$ cat config.mk
export PLATFORM = sky130hd
export DESIGN_NAME = axi_mem_port_flat
export DESIGN_NICKNAME = d
export VERILOG_FILES = /design/src/rtl/axi_mem_port_if.sv /design/src/rtl/axi_mem_port.sv /design/src/flat_wrapper.sv
export SDC_FILE = /design/constraint.sdc
export NUM_CORES = 1
export LEC_CHECK = 0
export BUFFER_PORTS_ARGS = -buffer_cell sky130_fd_sc_hd__buf_2
export CAP_MARGIN = 10
export CORE_ASPECT_RATIO = 0.9
export CORE_MARGIN = 5
export CORE_UTILIZATION = 44
export DETAILED_ROUTE_END_ITERATION = 7
export GPL_TIMING_DRIVEN = 0
export PLACE_DENSITY = 0.84
export SLEW_MARGIN = 0
export SYNTH_ARGS = -nofsm -noshare
export SYNTH_HDL_FRONTEND = slang
export SYNTH_SLANG_ARGS = --single-unit
export TNS_END_PERCENT = 10
$ cat constraint.sdc
create_clock -name clk_i -period 3.5 [get_ports clk_i]
set_input_delay 0.7 -clock clk_i [delete_from_list [all_inputs] [get_ports clk_i]]
set_output_delay 0.7 -clock clk_i [all_outputs]
set_load 0.02 [all_outputs]
$ cat src/rtl/axi_mem_port_if.sv
// axi_mem_port_if: AXI4 AW/W/B/AR/R channel bundle for the memory port
// slave modport faces the memory port; master modport faces the AXI requester
interface axi_mem_port_if #(
   parameter int AXI4_ADDRESS_WIDTH = 32,
   parameter int AXI4_DATA_WIDTH    = 32,
   parameter int AXI4_ID_WIDTH      = 16,
   parameter int AXI4_USER_WIDTH    = 10
);
   logic [AXI4_ID_WIDTH-1:0]      aw_id;
   logic [AXI4_ADDRESS_WIDTH-1:0] aw_addr;
   logic [7:0]                    aw_len;
   logic [2:0]                    aw_size;
   logic [1:0]                    aw_burst;
   logic                          aw_valid;
   logic                          aw_ready;
   logic [AXI4_DATA_WIDTH-1:0]    w_data;
   logic [AXI4_DATA_WIDTH/8-1:0]  w_strb;
   logic                          w_last;
   logic                          w_valid;
   logic                          w_ready;
   logic [AXI4_ID_WIDTH-1:0]      b_id;
   logic [1:0]                    b_resp;
   logic [AXI4_USER_WIDTH-1:0]    b_user;
   logic                          b_valid;
   logic                          b_ready;
   logic [AXI4_ID_WIDTH-1:0]      ar_id;
   logic [AXI4_ADDRESS_WIDTH-1:0] ar_addr;
   logic [7:0]                    ar_len;
   logic [2:0]                    ar_size;
   logic [1:0]                    ar_burst;
   logic                          ar_valid;
   logic                          ar_ready;
   logic [AXI4_ID_WIDTH-1:0]      r_id;
   logic [AXI4_DATA_WIDTH-1:0]    r_data;
   logic [1:0]                    r_resp;
   logic                          r_last;
   logic [AXI4_USER_WIDTH-1:0]    r_user;
   logic                          r_valid;
   logic                          r_ready;
   modport slave (
      input  aw_id, aw_addr, aw_len, aw_size, aw_burst, aw_valid,
      output aw_ready,
      input  w_data, w_strb, w_last, w_valid,
      output w_ready,
      output b_id, b_resp, b_user, b_valid,
      input  b_ready,
      input  ar_id, ar_addr, ar_len, ar_size, ar_burst, ar_valid,
      output ar_ready,
      output r_id, r_data, r_resp, r_last, r_user, r_valid,
      input  r_ready
   );
   modport master (
      output aw_id, aw_addr, aw_len, aw_size, aw_burst, aw_valid,
      input  aw_ready,
      output w_data, w_strb, w_last, w_valid,
      input  w_ready,
      input  b_id, b_resp, b_user, b_valid,
      output b_ready,
      output ar_id, ar_addr, ar_len, ar_size, ar_burst, ar_valid,
      input  ar_ready,
      input  r_id, r_data, r_resp, r_last, r_user, r_valid,
      output r_ready
   );
endinterface

$ cat src/rtl/axi_mem_port.sv
// axi_mem_port: AXI4 slave that turns read/write bursts into always-granted SRAM requests
// clk_i, rst_ni : clock and asynchronous active-low reset
// axi           : AXI4 AW/W/B/AR/R channels (slave side)
// mem_*_o       : SRAM request, write enable, word address, byte enables, write data
// mem_rdata_i   : SRAM read data, valid the cycle after a read request
module axi_mem_port #(
   parameter int AXI4_ADDRESS_WIDTH = 32,
   parameter int AXI4_DATA_WIDTH    = 32,
   parameter int AXI4_ID_WIDTH      = 16,
   parameter int AXI4_USER_WIDTH    = 10,
   parameter int MEM_ADDR_WIDTH     = 22
) (
   input  logic                       clk_i,
   input  logic                       rst_ni,
   axi_mem_port_if.slave              axi,
   output logic                       mem_req_o,
   output logic                       mem_we_o,
   output logic [MEM_ADDR_WIDTH-1:0]  mem_addr_o,
   output logic [3:0]                 mem_be_o,
   output logic [AXI4_DATA_WIDTH-1:0] mem_wdata_o,
   input  logic [AXI4_DATA_WIDTH-1:0] mem_rdata_i
);
   typedef enum logic [1:0] {IDLE, READ, WRITE, WRESP} state_e;
   state_e                          state_q, state_d;
   logic [AXI4_ID_WIDTH-1:0]        id_q, id_d;
   logic [AXI4_ADDRESS_WIDTH-1:0]   addr_q, addr_d;
   logic [7:0]                      len_q, len_d, cnt_q, cnt_d;
   logic [2:0]                      size_q, size_d;
   logic [1:0]                      burst_q, burst_d;
   logic                            err_q, err_d, lerr_q, lerr_d, rr_q, rr_d;
   logic                            pend_q, pend_d, rvalid_q, rvalid_d;
   logic [AXI4_DATA_WIDTH-1:0]      rdata_q, rdata_d;
   logic [AXI4_ADDRESS_WIDTH-1:0]   step, wmask, incr, nxt;
   logic                            grant_r, hs_r, last, issue;
   logic [AXI4_ID_WIDTH-1:0]        sel_id;
   logic [AXI4_ADDRESS_WIDTH-1:0]   sel_addr;
   logic [7:0]                      sel_len;
   logic [2:0]                      sel_size;
   logic [1:0]                      sel_burst;
   assign mem_addr_o = {addr_q[MEM_ADDR_WIDTH-1:2], 2'b00};
   always_comb begin
      state_d = state_q;
      id_d = id_q;
      addr_d = addr_q;
      len_d = len_q;
      cnt_d = cnt_q;
      size_d = size_q;
      burst_d = burst_q;
      err_d = err_q;
      lerr_d = lerr_q;
      rr_d = rr_q;
      pend_d = pend_q;
      rvalid_d = rvalid_q;
      rdata_d = rdata_q;
      axi.aw_ready = 1'b0;
      axi.ar_ready = 1'b0;
      axi.w_ready = 1'b0;
      axi.b_valid = 1'b0;
      mem_req_o = 1'b0;
      mem_we_o = 1'b0;
      mem_be_o = 4'h0;
      mem_wdata_o = '0;
      issue = 1'b0;
      step = AXI4_ADDRESS_WIDTH'(1) << size_q;
      // WRAP keeps the upper bits of the (len+1)<<size aligned window and wraps the low bits
      wmask = ((AXI4_ADDRESS_WIDTH'(len_q) + AXI4_ADDRESS_WIDTH'(1)) << size_q) - AXI4_ADDRESS_WIDTH'(1);
      incr = addr_q + step;
      nxt = burst_q == 2'b00 ? addr_q : burst_q == 2'b10 ? (addr_q & ~wmask) | (incr & wmask) : incr;
      hs_r = rvalid_q && axi.r_ready;
      last = cnt_q == len_q;
      // round-robin: read wins a tie unless the read channel was the last one granted
      grant_r = axi.ar_valid && (!axi.aw_valid || !rr_q);
      sel_id = grant_r ? axi.ar_id : axi.aw_id;
      sel_addr = grant_r ? axi.ar_addr : axi.aw_addr;
      sel_len = grant_r ? axi.ar_len : axi.aw_len;
      sel_size = grant_r ? axi.ar_size : axi.aw_size;
      sel_burst = grant_r ? axi.ar_burst : axi.aw_burst;
      case (state_q)
         IDLE: begin
            axi.ar_ready = grant_r;
            axi.aw_ready = axi.aw_valid && !grant_r;
            if (axi.ar_valid || axi.aw_valid) begin
               id_d = sel_id;
               addr_d = sel_addr;
               len_d = sel_len;
               size_d = sel_size;
               burst_d = sel_burst;
               cnt_d = 8'd0;
               lerr_d = 1'b0;
               err_d = (sel_size > 3'd2) || (sel_burst == 2'b11) ||
                       (sel_burst == 2'b10 && !(sel_len inside {8'd1, 8'd3, 8'd7, 8'd15}));
               rr_d = grant_r;
               state_d = grant_r ? READ : WRITE;
            end
         end
         READ: begin
            // one beat in flight at most: issue when the pipe is empty or the held beat leaves
            issue = (!pend_q && !rvalid_q) || (hs_r && !last);
            mem_req_o = issue && !err_q;
            mem_be_o = 4'hF;
            if (pend_q) begin
               rvalid_d = 1'b1;
               rdata_d = mem_rdata_i;
               pend_d = 1'b0;
            end
            if (hs_r) begin
               rvalid_d = 1'b0;
               cnt_d = cnt_q + 8'd1;
               state_d = last ? IDLE : READ;
            end
            if (issue) begin
               addr_d = nxt;
               pend_d = !err_q;
               rvalid_d = err_q ? 1'b1 : rvalid_d;
               rdata_d = err_q ? '0 : rdata_d;
            end
         end
         WRITE: begin
            axi.w_ready = 1'b1;
            mem_req_o = axi.w_valid && !err_q;
            mem_we_o = 1'b1;
            mem_be_o = axi.w_strb;
            mem_wdata_o = axi.w_data;
            if (axi.w_valid) begin
               cnt_d = cnt_q + 8'd1;
               addr_d = nxt;
               lerr_d = lerr_q || (axi.w_last != last);
               state_d = last ? WRESP : WRITE;
            end
         end
         WRESP: begin
            axi.b_valid = 1'b1;
            state_d = axi.b_ready ? IDLE : WRESP;
         end
      endcase
   end
   always_comb begin
      axi.b_id = id_q;
      axi.b_resp = {err_q || lerr_q, 1'b0};
      axi.b_user = AXI4_USER_WIDTH'(0);
      axi.r_id = id_q;
      axi.r_data = rdata_q;
      axi.r_resp = {err_q, 1'b0};
      axi.r_last = rvalid_q && last;
      axi.r_user = AXI4_USER_WIDTH'(0);
      axi.r_valid = rvalid_q;
   end
   always_ff @(posedge clk_i or negedge rst_ni) begin
      if (!rst_ni) begin
         state_q <= IDLE;
         id_q <= '0;
         addr_q <= '0;
         len_q <= '0;
         cnt_q <= '0;
         size_q <= '0;
         burst_q <= '0;
         err_q <= 1'b0;
         lerr_q <= 1'b0;
         rr_q <= 1'b0;
         pend_q <= 1'b0;
         rvalid_q <= 1'b0;
         rdata_q <= '0;
      end else begin
         state_q <= state_d;
         id_q <= id_d;
         addr_q <= addr_d;
         len_q <= len_d;
         cnt_q <= cnt_d;
         size_q <= size_d;
         burst_q <= burst_d;
         err_q <= err_d;
         lerr_q <= lerr_d;
         rr_q <= rr_d;
         pend_q <= pend_d;
         rvalid_q <= rvalid_d;
         rdata_q <= rdata_d;
      end
   end
endmodule

$ cat src/flat_wrapper.sv
// flat-port wrapper written by rule: the top's interface ports become plain ports
module axi_mem_port_flat 
#(
   parameter int AXI4_ADDRESS_WIDTH = 32,
   parameter int AXI4_DATA_WIDTH    = 32,
   parameter int AXI4_ID_WIDTH      = 16,
   parameter int AXI4_USER_WIDTH    = 10,
   parameter int MEM_ADDR_WIDTH     = 22
)
  (clk_i, rst_ni, mem_req_o, mem_we_o, mem_addr_o, mem_be_o, mem_wdata_o, mem_rdata_i, axi_aw_id, axi_aw_addr, axi_aw_len, axi_aw_size, axi_aw_burst, axi_aw_valid, axi_aw_ready, axi_w_data, axi_w_strb, axi_w_last, axi_w_valid, axi_w_ready, axi_b_id, axi_b_resp, axi_b_user, axi_b_valid, axi_b_ready, axi_ar_id, axi_ar_addr, axi_ar_len, axi_ar_size, axi_ar_burst, axi_ar_valid, axi_ar_ready, axi_r_id, axi_r_data, axi_r_resp, axi_r_last, axi_r_user, axi_r_valid, axi_r_ready);
  axi_mem_port_if #(.AXI4_ADDRESS_WIDTH(AXI4_ADDRESS_WIDTH), .AXI4_DATA_WIDTH(AXI4_DATA_WIDTH), .AXI4_ID_WIDTH(AXI4_ID_WIDTH), .AXI4_USER_WIDTH(AXI4_USER_WIDTH)) axi_i ();
  input  logic clk_i;
  input  logic rst_ni;
  output logic mem_req_o;
  output logic mem_we_o;
  output logic [MEM_ADDR_WIDTH-1:0] mem_addr_o;
  output logic [3:0] mem_be_o;
  output logic [AXI4_DATA_WIDTH-1:0] mem_wdata_o;
  input  logic [AXI4_DATA_WIDTH-1:0] mem_rdata_i;
  input wire logic [$bits(axi_i.aw_id)-1:0] axi_aw_id;
  input wire logic [$bits(axi_i.aw_addr)-1:0] axi_aw_addr;
  input wire logic [$bits(axi_i.aw_len)-1:0] axi_aw_len;
  input wire logic [$bits(axi_i.aw_size)-1:0] axi_aw_size;
  input wire logic [$bits(axi_i.aw_burst)-1:0] axi_aw_burst;
  input wire logic [$bits(axi_i.aw_valid)-1:0] axi_aw_valid;
  output wire logic [$bits(axi_i.aw_ready)-1:0] axi_aw_ready;
  input wire logic [$bits(axi_i.w_data)-1:0] axi_w_data;
  input wire logic [$bits(axi_i.w_strb)-1:0] axi_w_strb;
  input wire logic [$bits(axi_i.w_last)-1:0] axi_w_last;
  input wire logic [$bits(axi_i.w_valid)-1:0] axi_w_valid;
  output wire logic [$bits(axi_i.w_ready)-1:0] axi_w_ready;
  output wire logic [$bits(axi_i.b_id)-1:0] axi_b_id;
  output wire logic [$bits(axi_i.b_resp)-1:0] axi_b_resp;
  output wire logic [$bits(axi_i.b_user)-1:0] axi_b_user;
  output wire logic [$bits(axi_i.b_valid)-1:0] axi_b_valid;
  input wire logic [$bits(axi_i.b_ready)-1:0] axi_b_ready;
  input wire logic [$bits(axi_i.ar_id)-1:0] axi_ar_id;
  input wire logic [$bits(axi_i.ar_addr)-1:0] axi_ar_addr;
  input wire logic [$bits(axi_i.ar_len)-1:0] axi_ar_len;
  input wire logic [$bits(axi_i.ar_size)-1:0] axi_ar_size;
  input wire logic [$bits(axi_i.ar_burst)-1:0] axi_ar_burst;
  input wire logic [$bits(axi_i.ar_valid)-1:0] axi_ar_valid;
  output wire logic [$bits(axi_i.ar_ready)-1:0] axi_ar_ready;
  output wire logic [$bits(axi_i.r_id)-1:0] axi_r_id;
  output wire logic [$bits(axi_i.r_data)-1:0] axi_r_data;
  output wire logic [$bits(axi_i.r_resp)-1:0] axi_r_resp;
  output wire logic [$bits(axi_i.r_last)-1:0] axi_r_last;
  output wire logic [$bits(axi_i.r_user)-1:0] axi_r_user;
  output wire logic [$bits(axi_i.r_valid)-1:0] axi_r_valid;
  input wire logic [$bits(axi_i.r_ready)-1:0] axi_r_ready;
  assign axi_i.aw_id = axi_aw_id;
  assign axi_i.aw_addr = axi_aw_addr;
  assign axi_i.aw_len = axi_aw_len;
  assign axi_i.aw_size = axi_aw_size;
  assign axi_i.aw_burst = axi_aw_burst;
  assign axi_i.aw_valid = axi_aw_valid;
  assign axi_aw_ready = axi_i.aw_ready;
  assign axi_i.w_data = axi_w_data;
  assign axi_i.w_strb = axi_w_strb;
  assign axi_i.w_last = axi_w_last;
  assign axi_i.w_valid = axi_w_valid;
  assign axi_w_ready = axi_i.w_ready;
  assign axi_b_id = axi_i.b_id;
  assign axi_b_resp = axi_i.b_resp;
  assign axi_b_user = axi_i.b_user;
  assign axi_b_valid = axi_i.b_valid;
  assign axi_i.b_ready = axi_b_ready;
  assign axi_i.ar_id = axi_ar_id;
  assign axi_i.ar_addr = axi_ar_addr;
  assign axi_i.ar_len = axi_ar_len;
  assign axi_i.ar_size = axi_ar_size;
  assign axi_i.ar_burst = axi_ar_burst;
  assign axi_i.ar_valid = axi_ar_valid;
  assign axi_ar_ready = axi_i.ar_ready;
  assign axi_r_id = axi_i.r_id;
  assign axi_r_data = axi_i.r_data;
  assign axi_r_resp = axi_i.r_resp;
  assign axi_r_last = axi_i.r_last;
  assign axi_r_user = axi_i.r_user;
  assign axi_r_valid = axi_i.r_valid;
  assign axi_i.r_ready = axi_r_ready;
  axi_mem_port #(.AXI4_ADDRESS_WIDTH(AXI4_ADDRESS_WIDTH), .AXI4_DATA_WIDTH(AXI4_DATA_WIDTH), .AXI4_ID_WIDTH(AXI4_ID_WIDTH), .AXI4_USER_WIDTH(AXI4_USER_WIDTH), .MEM_ADDR_WIDTH(MEM_ADDR_WIDTH)) u_core (.clk_i(clk_i), .rst_ni(rst_ni), .axi(axi_i), .mem_req_o(mem_req_o), .mem_we_o(mem_we_o), .mem_addr_o(mem_addr_o), .mem_be_o(mem_be_o), .mem_wdata_o(mem_wdata_o), .mem_rdata_i(mem_rdata_i));
endmodule
==> impl_metrics.py <==
metrics = {
    "clock_network": {
        "htreeDepth": 3,
        "insertion_delay_ns": 0.36,
        "clock_path_buffers": 2,
        "cts_tree": "yes",
        "cts_sinks": 98,
        "clockRootBuffer": "clkbuf_16",
        "ctsHoldBuffers": 0,
        "clk_pin_slew_ns": 0.08,
        "cts_buffers": 9,
    },
    "setup_path": {
        "crit_required_ns": 3.74,
        "cpMostUsedCell": "buf_6",
        "path_buf_inv": 3,
        "cp_max_fo": 19,
        "worstPathArrival_ns": 3.74,
        "cp-start-kind": "flop",
        "path_delay_family": "compound AO/OA/AOI/OAI gates",
        "setup.worst_path.end_class": "flop",
        "cp_slowest_cell": "dfrtp_1",
        "critPathMaxStageDelay_ns": 0.38,
        "crit_chain": "buf_6, buf_6, buf_12, nor3_1, ha_1, fa_2, a21oi_1, o21bai_1, a31o_2, o221a_2, nand4_1, nor2_1, a21oi_2, mux2i_1, or3_1",
        "worst-setup-path-type": "reg -> reg",
    },
    "final_layout": {
        "fin_area_um2": 10200,
        "utilization_pct": 58.0,
        "area_growth_pct": 29.8,
        "stdcell_count": 1530,
        "final_nets": 1496,
        "layout-drive-gt1-share_pct": 35.5,
    },
    "route": {
        "ant_nets": 0,
        "vias_per_cell": 5.56,
        "remaining_drc_errors": 0,
        "vias": 8510,
        "first_pass_iters": 5,
        "wl_per_cell_um": 19.2,
        "drtIter0Drc": 601,
        "wirelength_mm": 29.3,
    },
    "job": {
        "drv_cap": 0,
    },
    "hold_path": {
        "min_path_type": "in -> async",
    },
    "sta": {
        "period_minus_slack_ns": 3.50,
        "worst_pin_slew_ns": 0.832,
        "finClkSkew_ns": 0.00804,
        "finalCritPeriodShare_pct": 100,
        "final.setup.worst_slack_ns": -0.000616,
        "hold_viol": 0,
        "fmax_mhz": 286,
        "hold_slack_ns": 0.319,
        "rsz0062_at_grt": "yes",
        "slew_headroom_pct": 44.5,
        "finalSetupViolCount": 1,
        "finalMaxSlewViolations": 0,
    },
    "global_routing": {
        "antenna_found_initial": 6,
        "grt_max_degree": 62,
        "overflow": 0,
        "grt_pass1_vias": 8164,
        "grt_pass1_wl_mm": 44.5,
        "grtUsageTotal_pct": 27.5,
    },
    "place": {
        "dp.cells": 1513,
        "gp_congestion": 0.976,
        "dpl.hpwl_mm": 23.3,
        "placed_cell_area_um2": 9820,
        "port_buffers": 307,
        "pre_cts_ws_ns": -0.612,
    },
    "power": {
        "power.density_nw_per_um2": 1060,
        "p_seq_share_pct": 19.7,
        "swShare_pct": 52.8,
        "power.share.clock_pct": 10.2,
        "p_sw_mw": 5.74,
        "p_int_mw": 5.14,
        "power_frac_comb_pct": 70.2,
        "power.leakage_nw": 5.05,
        "irDropWorstVdd_v": 0.000545,
    },
    "die": {
        "dieArea_um2": 20700,
        "placementRows": 46,
        "initial_utilization_pct": 44.7,
        "die_h_um": 137,
        "die_w_um": 151,
        "num_io_pins": 352,
        "coreArea_um2": 17600,
    },
    "run_status": {
        "status": "finished with violations",
        "violations": "negative setup slack",
    },
    "synthesis": {
        "synth.top_cell.area_share_pct": 31.2,
        "syn_inst": 942,
        "synth_edf_count": 0,
        "syn_area_um2": 7870,
        "synthTopCellsByArea": "dfrtp_1, buf_4, nand2_1, mux2i_1, o21ai_0",
        "ys_ff_latch": 98,
        "synth_flop_cell": "dfrtp_1",
        "async_reset_ff_share_pct": 100,
        "ys_seq_area_share_pct": 31.2,
        "synth.distinct_cells": 86,
        "avgSynthCellArea_um2": 8.35,
        "yosys_warnings": 0,
        "synth_top_area_cell": "dfrtp_1",
    },
}
synth_stat cells (3+ instances only):
library cell,count
nand2_1,122
dfrtp_1,98
o21ai_0,68
a21oi_1,65
buf_4,65
nor2_1,50
mux2i_1,45
and2_1,38
clkbuf_1,38
a22o_1,34
nand3_1,29
inv_1,19
xnor2_1,18
nor3_1,17
ha_1,15
and3_1,12
buf_6,10
nand2b_1,10
nand4_1,9
o211ai_1,9
or3_1,9
o21ai_1,8
a31oi_1,7
nor2b_1,7
o31ai_1,7
xor2_1,7
a21o_1,6
buf_2,6
nor4_1,6
o21a_1,5
o31a_1,5
o41ai_1,5
a211o_1,4
mux2_2,4
o22ai_1,4
or4_1,4
a221oi_1,3
a31o_2,3
buf_1,3
o21bai_1,3
kinds of logic after synthesis:
family | Yosys count | share of synthesized area (%)
other | 1 | 0.0476
buffers and inverters | 144 | 11.0
AOI/OAI and AO/OA | 274 | 24.2
and+or+nand+nor | 334 | 21.5
muxes | 50 | 6.58
DFF | 98 | 31.2
xor gates and xnor gates | 25 | 2.78
adders and majority gates | 16 | 2.64
worst paths after layout:
kind | slack (ns) | endpoint | from | cells after the start
worst min register to register | 0.48 | u_core.rr_q | u_core.rr_q | 1
min in group clk_i | 0.48 | u_core.rr_q | u_core.rr_q | 1
worst max-delay path | -0.0006 | flop | u_core.size_q[0] | 15
worst min-delay path | 0.32 | async pin | rst_ni | 1
worst max register to register | -0.0006 | flop | u_core.size_q[0] | 15
max in group asynchronous | 2.49 | u_core.axi.r_data[15] | rst_ni | 2
per-layer routing:
layer	GRT usage, %	wire length, µm
met1	33.4	11300
met2	48.2	15100
met3	6.66	2190
met4	8.51	727
met5	0	7
layout by cell type, fill, tap and decap left out, types with 10 or more instances in the layout:
cell type / netlist / routed
nor2_1: 50 / 50
and2_1: 38 / 38
and3_1: 12 / 12
buf_6: 10 / 12
conb_1: 1 / 24
inv_1: 19 / 19
nand3_1: 29 / 29
xnor2_1: 18 / 18
ha_1: 15 / 15
dfrtp_1: 98 / 98
a22o_1: 34 / 34
nand2_1: 122 / 122
nor3_1: 17 / 17
nand2b_1: 10 / 10
a21oi_1: 65 / 64
o21ai_0: 68 / 68
buf_4: 65 / 66
buf_2: 6 / 311
clkbuf_1: 38 / 33
mux2i_1: 45 / 45
layout make-up:
cell class	count	area, µm²
timing repair buffer	309	1570
fill	1635	7390
inverter	22	82.6
antenna	3	7.51
buffer	119	803
multi-input combinational	723	4670
sequential	98	2450
tap	240	300
clock buffer	9	225
clock inverter	7	98.8
power by group through the flow:
| stage | clock network (mW) | registers (mW) | logic [mW] |
|---|---|---|---|
| 3_5_place_dp | 0 | 2.14 | 7.44 |
| 5_1_grt | 1.16 | 2.21 | 8.26 |
| 4_1_cts | 1.12 | 2.12 | 7.52 |
| 6_report | 1.11 | 2.14 | 7.63 |
| 3_3_place_gp | 0 | 2.12 | 7.30 |
| 2_1_floorplan | 0 | 2.32 | 5.09 |
worst register-to-register path: stages (launching register included):
cell	delay, ns
dfrtp_1	0.38
buf_6	0.16
buf_6	0.17
buf_12	0.17
nor3_1	0.08
ha_1	0.21
fa_2	0.38
a21oi_1	0.19
o21bai_1	0.12
a31o_2	0.29
o221a_2	0.30
nand4_1	0.14
nor2_1	0.07
a21oi_2	0.27
mux2i_1	0.11
or3_1	0.35
what timing repair did:
action,CTS,global route
pin swaps,1,1
buffers inserted,1,0
endpoints found under the setup margin,14,11
gates resized for setup,12,7
per-stage QoR:
stage / power, mW / TNS [ns]
floorplan: 7.42 / 0
global placement: 9.42 / -3.43
detailed placement: 9.58 / -3.47
CTS: 10.8 / 0
global route: 11.6 / -0.481
finish: 10.9 / -0.000616
Power figures use the tool's default switching activity.
